$ cat src/rtl/sdram_line_fetch_module.sv
// sdram_line_fetch_module
//   Fetches one pixel line from SDRAM whenever the VGA block requests a new
//   line tag, issuing fixed-length read bursts and streaming the returned
//   words into the line RAM write port. Tag changes that arrive during a
//   fetch are coalesced so that only the newest one is fetched next.
//
// Ports
//   clk       100 MHz SDRAM-domain clock, rising edge
//   rst_n     asynchronous active-low reset
//   iTag      requested line index; a change requests a fetch
//   oRdReq    burst read request, held until iRdAck
//   oAddr     burst start word address, stable while oRdReq=1
//   iRdAck    one-cycle acceptance of the current request
//   iRdValid  read data beat valid
//   iRdData   read data beat
//   oEn       line RAM write strobe
//   oData     line RAM write data
//   oBusy     fetch in progress
//   oDone     one-cycle pulse together with the last write of a line
//   oErr      sticky: a data beat arrived outside the data phase
module sdram_line_fetch_module #(
  parameter int unsigned LINE_WORDS = 640,
  parameter int unsigned BURST_LEN  = 8,
  parameter int unsigned ADDR_W     = 22,
  parameter int unsigned BASE_ADDR  = 0
) (
  input  logic              clk,
  input  logic              rst_n,
  input  logic [10:0]       iTag,
  output logic              oRdReq,
  output logic [ADDR_W-1:0] oAddr,
  input  logic              iRdAck,
  input  logic              iRdValid,
  input  logic [15:0]       iRdData,
  output logic              oEn,
  output logic [15:0]       oData,
  output logic              oBusy,
  output logic              oDone,
  output logic              oErr
);

  localparam int unsigned WCW = $clog2(LINE_WORDS + 1);
  localparam int unsigned BCW = (BURST_LEN > 1) ? $clog2(BURST_LEN) : 1;

  typedef enum logic [1:0] {
    S_IDLE,
    S_REQ,
    S_DATA
  } state_t;

  state_t           state_q, state_d;
  logic [10:0]      tag_q;
  logic [10:0]      last_tag_q, last_tag_d;
  logic [10:0]      req_tag_q, req_tag_d;
  logic [10:0]      line_q, line_d;
  logic             pending_q, pending_d;
  logic [WCW-1:0]   word_cnt_q, word_cnt_d;
  logic [BCW-1:0]   beat_cnt_q, beat_cnt_d;
  logic             en_q, en_d;
  logic [15:0]      data_q, data_d;
  logic             done_q, done_d;
  logic             err_q, err_d;
  logic             load;
  logic [ADDR_W-1:0] addr;

  always_ff @(posedge clk or negedge rst_n) begin
    if (!rst_n) begin
      state_q    <= S_IDLE;
      tag_q      <= '0;
      last_tag_q <= '0;
      req_tag_q  <= '0;
      line_q     <= '0;
      pending_q  <= 1'b0;
      word_cnt_q <= '0;
      beat_cnt_q <= '0;
      en_q       <= 1'b0;
      data_q     <= '0;
      done_q     <= 1'b0;
      err_q      <= 1'b0;
    end else begin
      state_q    <= state_d;
      tag_q      <= iTag;
      last_tag_q <= last_tag_d;
      req_tag_q  <= req_tag_d;
      line_q     <= line_d;
      pending_q  <= pending_d;
      word_cnt_q <= word_cnt_d;
      beat_cnt_q <= beat_cnt_d;
      en_q       <= en_d;
      data_q     <= data_d;
      done_q     <= done_d;
      err_q      <= err_d;
    end
  end

  always_comb begin
    state_d    = state_q;
    last_tag_d = last_tag_q;
    req_tag_d  = req_tag_q;
    line_d     = line_q;
    pending_d  = pending_q;
    word_cnt_d = word_cnt_q;
    beat_cnt_d = beat_cnt_q;
    en_d       = 1'b0;
    data_d     = data_q;
    done_d     = 1'b0;
    err_d      = err_q;
    load       = 1'b0;

    case (state_q)
      S_IDLE: begin
        if (pending_q) begin
          load       = 1'b1;
          line_d     = req_tag_q;
          last_tag_d = req_tag_q;
          word_cnt_d = '0;
          state_d    = S_REQ;
        end
      end
      S_REQ: begin
        if (iRdAck) begin
          beat_cnt_d = '0;
          state_d    = S_DATA;
        end
      end
      S_DATA: begin
        if (iRdValid) begin
          en_d       = 1'b1;
          data_d     = iRdData;
          beat_cnt_d = beat_cnt_q + 1'b1;
          word_cnt_d = word_cnt_q + 1'b1;
          if (beat_cnt_q == BCW'(BURST_LEN - 1)) begin
            if (word_cnt_q == WCW'(LINE_WORDS - 1)) begin
              // done is registered alongside en so both appear on the final write
              done_d  = 1'b1;
              state_d = S_IDLE;
            end else begin
              state_d = S_REQ;
            end
          end
        end
      end
      default: state_d = S_IDLE;
    endcase

    if (iRdValid && (state_q != S_DATA)) begin
      err_d = 1'b1;
    end

    // On a load the comparison is against the tag being loaded, so a change
    // landing in the same cycle is not lost.
    if (load) begin
      pending_d = (tag_q != req_tag_q);
      req_tag_d = tag_q;
    end else if (tag_q != last_tag_q) begin
      pending_d = 1'b1;
      req_tag_d = tag_q;
    end
  end

  assign addr = ADDR_W'(BASE_ADDR)
              + ADDR_W'(line_q) * ADDR_W'(LINE_WORDS)
              + ADDR_W'(word_cnt_q);

  assign oRdReq = (state_q == S_REQ);
  assign oAddr  = (state_q == S_REQ) ? addr : '0;
  assign oEn    = en_q;
  assign oData  = data_q;
  assign oBusy  = (state_q != S_IDLE);
  assign oDone  = done_q;
  assign oErr   = err_q;

endmodule

$ cat config.mk
export PLATFORM = sky130hd
export DESIGN_NAME = sdram_line_fetch_module
export DESIGN_NICKNAME = d
export VERILOG_FILES = /design/src/rtl/sdram_line_fetch_module.sv
export SDC_FILE = /design/constraint.sdc
export NUM_CORES = 1
export LEC_CHECK = 0
export ABC_CLOCK_PERIOD_IN_PS = 3700
export CELL_PAD_IN_SITES_DETAIL_PLACEMENT = 0
export CELL_PAD_IN_SITES_GLOBAL_PLACEMENT = 2
export CORE_MARGIN = 2
export CORE_UTILIZATION = 33
export CTS_CLUSTER_DIAMETER = 50
export DETAILED_ROUTE_END_ITERATION = 10
export PLACE_DENSITY = 0.9
export SYNTH_ARGS = -nofsm -noshare
export SYNTH_HDL_FRONTEND = slang
export SYNTH_SLANG_ARGS = --single-unit
$ cat constraint.sdc
create_clock -name clk -period 3.7 [get_ports clk]
set_input_delay 0.37 -clock clk [delete_from_list [all_inputs] [get_ports clk]]
set_output_delay 0.37 -clock clk [all_outputs]
set_load 0.03 [all_outputs]
==> results by group, run 1 <==
Routing
  • Routed vias/inst: roughly 5
  • Total wire length: 8.801 mm
  • Post-DRT Antenna Nets: 0
  • First-pass detailed-route iteration total: 9
  • Initial DRC Count: around 120
  • Routed via count: slightly above 3000
  • Post-DR wirelength/cell: 14.24 um
  • Drc violations: 4

Clock tree
  • CTS root buf: clkbuf_16
  • CTS tree: built
  • Maximum clock path buffer count: 2
  • Clk pin slew, worst setup/hold paths: 0.05 ns
  • Num CTS Buffers: 9
  • Num Clock Sinks: 68
  • H-tree levels: 3
  • Clock latency on the worst-skew pair: 0.32 ns

Critical path
  • Startpoint Class: register
  • CP Capture Type: primary output
  • Reg2Reg Setup Slack: 1.46 ns
  • Crit path required time: 3.33 ns
  • Reg2reg path depth: 5
  • Worst reg2reg path endpoint: req_tag_q[5]$_DFFE_PN0P_
  • Crit path kind: register to primary output
  • Worst Setup EP: oAddr[19]
  • Beginning of the critical path: line_q[3]$_DFFE_PN0P_
  • CP arrival: 3.22 ns
  • CP Max Fanout: 4
  • R2r startpoint: state_q[0]$_DFFE_PN0P_

Floorplanning
  • Die Y-Extent: 113.0 um
  • I/O pins: 74
  • Die X: 113.0 um
  • Starting density of the core: 34.03%
  • Die ar.: 12760 um2
  • Core Area: 11520 um2
  • # rows: 39

Yosys
  • Cell type with the largest total area after synthesis: dfrtp_1
  • Synth async-reset ratio: between 90% and 100%
  • Post-synth top flop: dfrtp_1
  • Number of synthesized flops with an enable pin: 0
  • Synth Area in Adders: 8.685%
  • Avg Cell Area, Syn: 9.971 um2
  • Mapped Cells: 393
  • Main combinational cell family by area after synthesis: simple AND/OR/NAND/NOR gates
  • Xor/xnor cell area share of the yosys netlist: 8.716%
  • Seq cells post-synth: 68
  • Yosys warning count: 0
  • Syn_nets: 450
  • Post-synthesis mux area share: under 10%
  • Synth Cell Area: between 3000 and 4000 um2
  • Post-synthesis compound-gate area fraction: around 11%
  • Largest cells by area after synthesis: dfrtp_1 43%, ha_1 7.7%, mux2_2 6.3%
  • Synth unique cells: 58
  • Register area share after synthesis: a little over two fifths
  • Simple-gate portion of the synthesized area: 18.77%
  • Top cell type's share of synthesized area: 43.42%

Timing
  • Slew margin rel.: 50.38%
  • Least-Margin Pin Slew: 0.7443 ns
  • Slew Viols, Final: 0
  • Count of final setup violators: 0
  • Fin Setup TNS: 0 ns
  • Skew final: 0.007087 ns
  • Final Worst Setup Slack: 0.1084 ns
  • Tcrit/Tclk final: 97.07%
  • Final hold vios: 0
  • Minimum clock period: 3.592 ns
  • RSZ-0062 raised after global routing: yes
  • Max frequency: 0.2784 GHz

Finish
  • Fin nets: approximately 530
  • Most frequent cells in the layout: 66 x dfrtp_1, 64 x nand2_1, 64 x clkdlybuf4s50_1
  • Post-layout util: 46.15%
  • Share of cells above drive strength 1: 18.95%
  • Leading cell type in the layout, fill and taps excluded: dfrtp_1
  • Layout area overhead: 35.63%
  • # diodes: 0

Hold path
  • Hold WC Path Type: input pin to async pin

Global routing
  • Initial antenna violation count: 0
  • Total track usage: 14.47%
  • Gr ovfl total: 0
  • Global-route wire length before repair: 15.17 mm
  • Vias in the first global route: ~3200
  • Maximum number of pins on one net before global-route repair: 38

Place
  • Setup WS pre-CTS: around 0.052 ns
  • GP Congestion: 0.7884
  • Post-DP HPWL: 6.454 mm
  • I/O Buffers: 72

Outcome
  • Status: finished, violations left
  • Failing checks: DRC

Run
  • # Max-Cap Violations: 0
-- cells by family (layout without fill, tap and decap cells) --
logic type / Yosys count / after routing
AND/OR/NAND/NOR: 150 / 150
flip-flops: 68 / 68
AO/OA/AOI/OAI: 62 / 62
XOR/XNOR: 39 / 39
adder cells (fa/ha/maj): 26 / 26
multiplexers: 25 / 25
buffers and inverters: 22 / 104
other: 1 / 1
-- registers in the layout, summed over array words and instances, names as in the netlist --
signal,flops
oErr,1
oData,16
word_cnt_q,10
state_q,2
oDone,1
beat_cnt_q,3
tag_q,11
pending_q,1
line_q,11
req_tag_q,11
oEn,1
-- metrics by stage --
step,instances,hold slack [ns],area (um2)
4_1_cts,617,0.1381,5162
6_report,618,0.1093,5315
3_3_place_gp,600,0.4510,4836
2_1_floorplan,393,0.07441,3919
5_1_grt,618,0.1563,5315
3_5_place_dp,600,0.4523,4836
-- synth_stat cells (2+ instances only) --
cell / count
and4_1: 3
and3_1: 4
o21ai_0: 13
o311ai_0: 2
nand2_1: 65
o211ai_1: 3
xnor2_1: 14
clkbuf_1: 7
dfrtp_1: 68
o22ai_1: 3
fa_1: 2
mux2_2: 22
or2_2: 3
a21oi_1: 14
mux2i_1: 3
nor2b_1: 5
a21o_1: 6
nor3_1: 7
nand2b_1: 2
inv_1: 7
nand4_1: 7
a31oi_1: 2
a211o_1: 2
o2111ai_1: 2
a211oi_1: 2
a22o_1: 2
ha_1: 24
nor2_1: 20
nand3_1: 7
o21a_1: 2
and2_1: 10
xor2_1: 25
buf_1: 4
buf_2: 2
nor4_1: 6
-- critical path, cell delays in order, from the launching register on --
cell     delay [ns]
dfrtp_1        0.42
ha_4           0.23
ha_2           0.20
fa_2           0.38
a211o_1        0.31
nand4_1        0.14
a21oi_2        0.08
or2_4          0.28
or4_4          0.53
a21oi_4        0.18
buf_12         0.14
-- worst min path at each step --
stage | startpoint | to | slack (ns) | depth (start not counted)
after floorplan | rst_n | beat_cnt_q[0]$_DFFE_PN0P_ | 0.07 | 0
after global placement | oErr$_DFFE_PN0P_ | oErr$_DFFE_PN0P_ | 0.45 | 1
after detailed placement | oErr$_DFFE_PN0P_ | oErr$_DFFE_PN0P_ | 0.45 | 1
after CTS | rst_n | oData[2]$_DFFE_PN0P_ | 0.14 | 1
after global routing | rst_n | oData[2]$_DFFE_PN0P_ | 0.16 | 1
final | rst_n | oData[2]$_DFFE_PN0P_ | 0.11 | 1
-- repair_timing --
action                                  4_1_cts  5_1_grt
hold buffers                                  0        0
pin swaps                                     2        7
gates resized for setup                       6       31
buffers inserted                              2        1
endpoints found under the setup margin        6        5
-- routing by layer --
| metal | share of wire [%] | GRT usage, % | vias to the layer above |
|---|---|---|---|
| met4 | 1.4 | 4.878 | 0 |
| met1 | 46 | 18.80 | 1464 |
| met5 | 0 | 0 | - |
| li1 | - | - | 1544 |
| met2 | 46 | 23.01 | 76 |
| met3 | 6.9 | 4.553 | 10 |
-- final cells by class --
type	count	area [um2]
repair buffers	82	828.3
flip-flops and latches	68	1704
multi-input cells	303	2292
clock inverters	2	35.03
inverters	7	26.28
clock buffers	13	250.2
well taps	143	178.9
fillers	1093	6201
Power of run 1 is not shown: default switching activity piles up to over one toggle a cycle in this logic, so the estimate is an artifact.
==> run 2: changes to the inputs <==
--- a/config.mk
+++ b/config.mk
@@ -12,6 +12,7 @@
 export CORE_UTILIZATION = 33
 export CTS_CLUSTER_DIAMETER = 50
 export DETAILED_ROUTE_END_ITERATION = 10
+export HOLD_SLACK_MARGIN = 0.08
 export PLACE_DENSITY = 0.9
 export SYNTH_ARGS = -nofsm -noshare
 export SYNTH_HDL_FRONTEND = slang
==> results of run 2 <==
Final layout, timing and power as in run 1 (identical DEF).
Power of run 2 is left out for the same reason.
==> run 3: changes to the inputs <==
--- a/config.mk
+++ b/config.mk
@@ -8,7 +8,7 @@
 export ABC_CLOCK_PERIOD_IN_PS = 3700
 export CELL_PAD_IN_SITES_DETAIL_PLACEMENT = 0
 export CELL_PAD_IN_SITES_GLOBAL_PLACEMENT = 2
-export CORE_MARGIN = 2
+export CORE_MARGIN = 5
 export CORE_UTILIZATION = 33
 export CTS_CLUSTER_DIAMETER = 50
 export DETAILED_ROUTE_END_ITERATION = 10
==> run 3 against run 2 <==
  * The run now ends clean
  * Hold slack improved by 0.088 ns
  * Non-clock buffer count fell by 1
  * Register-to-register slack improved by 0.20 ns
  * Clock skew fell by 0.0013 ns
  * Utilization fell by 1.0 points
  * Clock-buffer cell count fell by 1
  * Sequential share of layout area rose by 0.67 points
  * Fmax fell by 2.2%
  * Critical path depth did not move
  * Critical path type unchanged
  * Critical endpoint unchanged
  * Highest routed layer unchanged
==> results by group, run 3 (synthesis gave the netlist of run 1 again) <==
Critical path
  • Slowest CP cell: or4_1
  • Startpoint Class: register
  • Top delay family on crit path: simple AND/OR/NAND/NOR gates
  • CP arrival: 3.30 ns (+0.08 ns)
  • CP Max Fanout: 3 (-1)
  • CP Cell Sequence: ha_1 > ha_2 > fa_2 > a211oi_2 > nor2_1 > nor4_2 > nand4_1 > or4_1 > a21oi_2 > buf_12
  • CP bufs+invs: 1 (unchanged)
  • Worst path max stage delay: 0.43 ns (-0.10 ns)
  • CP Capture Type: primary output
  • Crit path required time: 3.33 ns (about the same)
  • Crit path kind: register to primary output

Clock tree
  • Cts hold-fix bufs: 0 (unchanged)
  • CTS tree: built
  • Clk pin slew, worst setup/hold paths: 0.06 ns (about the same)
  • Num Clock Sinks: 68 (unchanged)
  • Clock latency on the worst-skew pair: 0.32 ns (about the same)
  • Num CTS Buffers: 9 (unchanged)
  • H-tree levels: 3 (unchanged)
  • Maximum clock path buffer count: 2 (unchanged)
  • CTS root buf: clkbuf_16

Finish
  • Fin nets: 527 (-0.19%)
  • Share of cells above drive strength 1: 15.37% (-3.6 points)
  • Leading cell type in the layout, fill and taps excluded: dfrtp_1
  • Max FFs per register: 16 (unchanged)
  • Layout area overhead: 32.66%
  • Fin area: 5199 um2 (-2.2%)
  • Post-layout util: 45.14% (-1.0 points)
  • # diodes: 0 (unchanged)
  • Storage cell area: 1702 um2 (-0.15%)
  • Layout fillers: 1098 (+0.46%)
  • Multi-input combinational cell area: 2167 um2 (-5.5%)
  • Most frequent cells in the layout: 68 x dfrtp_1, 65 x nand2_1, 64 x clkdlybuf4s50_1

Timing
  • Tcrit/Tclk final: 99.26% (+2.2 points)
  • Final Worst Setup Slack: 0.02727 ns (-0.08109 ns)
  • Slew margin rel.: 36.06% (-14 points)
  • Count of final setup violators: 0 (unchanged)
  • Final hold vios: 0 (unchanged)
  • Slew Viols, Final: 0 (unchanged)
  • RSZ-0062 raised after global routing: yes
  • Max frequency: 0.2723 GHz (-2.2%)
  • Skew final: 0.005777 ns (-0.001309 ns)
  • Fin Setup TNS: 0 ns (unchanged)
  • Minimum clock period: 3.673 ns (+0.08109 ns)
  • Least-Margin Pin Slew: 0.9591 ns (+0.2148 ns)

Place
  • Setup WS pre-CTS: 0.07446 ns (+0.02205 ns)
  • Post-DP HPWL: 6.818 mm (+5.6%)
  • GP Congestion: 0.8109 (+2.9%)
  • I/O Buffers: 72 (unchanged)
  • Dpl cell area: 4843 um2 (+0.16%)

Floorplanning
  • Die ar.: 14150 um2 (+11%)
  • Die X: 119.0 um (+5.3%)
  • Die Y-Extent: 119.0 um (+5.3%)
  • I/O pins: 74 (unchanged)
  • Starting density of the core: 34.03% (unchanged)
  • Core Area: 11520 um2 (unchanged)
  • # rows: 39 (unchanged)

Pwr
  • Combinational power share: about two thirds
  • Cell Int Power: 3.105 mW
  • Switch share: 45.45%
  • Leakage: about 2.3 nW
  • Flop pwr share: 19.7%
  • Pwr/cell area: 1095 nW/um2
  • Clk pwr share: approximately 15%
  • Psw: 2.587 mW
  • Worst IR Drop VDD: 0.3676 mV

Routing
  • First-pass detailed-route iteration total: 4 (-5)
  • Post-DR wirelength/cell: 14.49 um (+1.8%)
  • Routed via count: 3072 (-0.71%)
  • Initial DRC Count: 150 (+21%)
  • Total wire length: 8.957 mm (+1.8%)
  • Post-DRT Antenna Nets: 0 (unchanged)
  • Drc violations: 0 (-4)
  • Routed vias/inst: 4.971 (-0.71%)

Global routing
  • Vias in the first global route: 3185 (-0.56%)
  • Initial antenna violation count: 0 (unchanged)
  • Global-route wire length before repair: 15.63 mm (+3.0%)
  • Total track usage: 13.23% (-1.2 points)
  • Gr ovfl total: 0 (unchanged)
  • Maximum number of pins on one net before global-route repair: 44 (+16%)

Hold path
  • Hold WC Path Type: input pin to async pin

Outcome
  • Status: finished clean

Run
  • # Max-Cap Violations: 0 (unchanged)
## run 3: cell count changes in the layout (fill, tap and decap cells not counted), sizes merged
cell,previous run,this run
buf,17,16
clkbuf,13,12
clkinv,1,2
clkinvlp,0,1
## run 3: per-stage QoR
| step | total power, mW | instances | hold slack [ns] |
|---|---|---|---|
| 2_1_floorplan | 3.605 | 393 | 0.07441 |
| 3_3_place_gp | 4.710 | 601 | 0.4531 |
| 3_5_place_dp | 4.752 | 601 | 0.4562 |
| 4_1_cts | 5.700 | 618 | 0.2199 |
| 5_1_grt | 6.168 | 618 | 0.2763 |
| 6_report | 5.691 | 618 | 0.1975 |
## run 3: timing repair
| action | CTS | global route |
|---|---|---|
| pin swaps | 2 | 2 |
| resized for setup | 6 | 6 |
| buffers inserted | 1 | 0 |
| setup endpoints to repair | 5 | 5 |
## run 3: layout make-up
class / instances / area share (%)
Multi-Input combinational cell: 303 / 41.68
Sequential cell: 68 / 32.73
Timing Repair Buffer: 81 / 15.79
Clock buffer: 12 / 4.934
Tap cell: 143 / 3.442
Clock inverter: 4 / 0.9146
Inverter: 7 / 0.5054
## run 3: path summary, 6_finish.rpt
check                                        from                  endpoint  depth (start not counted)  slack [ns]
max in group asynchronous                   rst_n  req_tag_q[8]$_DFFE_PN0P_                          2        2.73
setup reg to reg           state_q[0]$_DFFE_PN0P_  req_tag_q[6]$_DFFE_PN0P_                          4        1.66
min in group clk             oData[1]$_DFFE_PN0P_      oData[1]$_DFFE_PN0P_                          2        0.48
setup / recovery            line_q[3]$_DFFE_PN0P_                 oAddr[19]                         10        0.03
hold reg to reg              oData[1]$_DFFE_PN0P_      oData[1]$_DFFE_PN0P_                          2        0.48
hold / removal                              rst_n      oData[5]$_DFFE_PN0P_                          1        0.20
## run 3: power groups by stage
stage | Sequential (mW) | Combinational, mW | Clock, mW
after detailed placement | 1.13 | 3.62 | 0
final | 1.12 | 3.71 | 0.860
after floorplan | 1.23 | 2.37 | 0
after global placement | 1.12 | 3.59 | 0
after global routing | 1.16 | 4.10 | 0.916
after CTS | 1.12 | 3.70 | 0.875
## run 3: per-layer routing
| metal | vias to the layer above | part of all wire, % | GRT usage [%] |
|---|---|---|---|
| met2 | 64 | 46 | 21.53 |
| met1 | 1471 | 46 | 16.82 |
| met5 | - | 0 | 0 |
| met4 | 0 | 0.98 | 3.476 |
| li1 | 1529 | - | - |
| met3 | 8 | 6.7 | 4.645 |
Note: power is estimated with default switching activity, not from simulation.
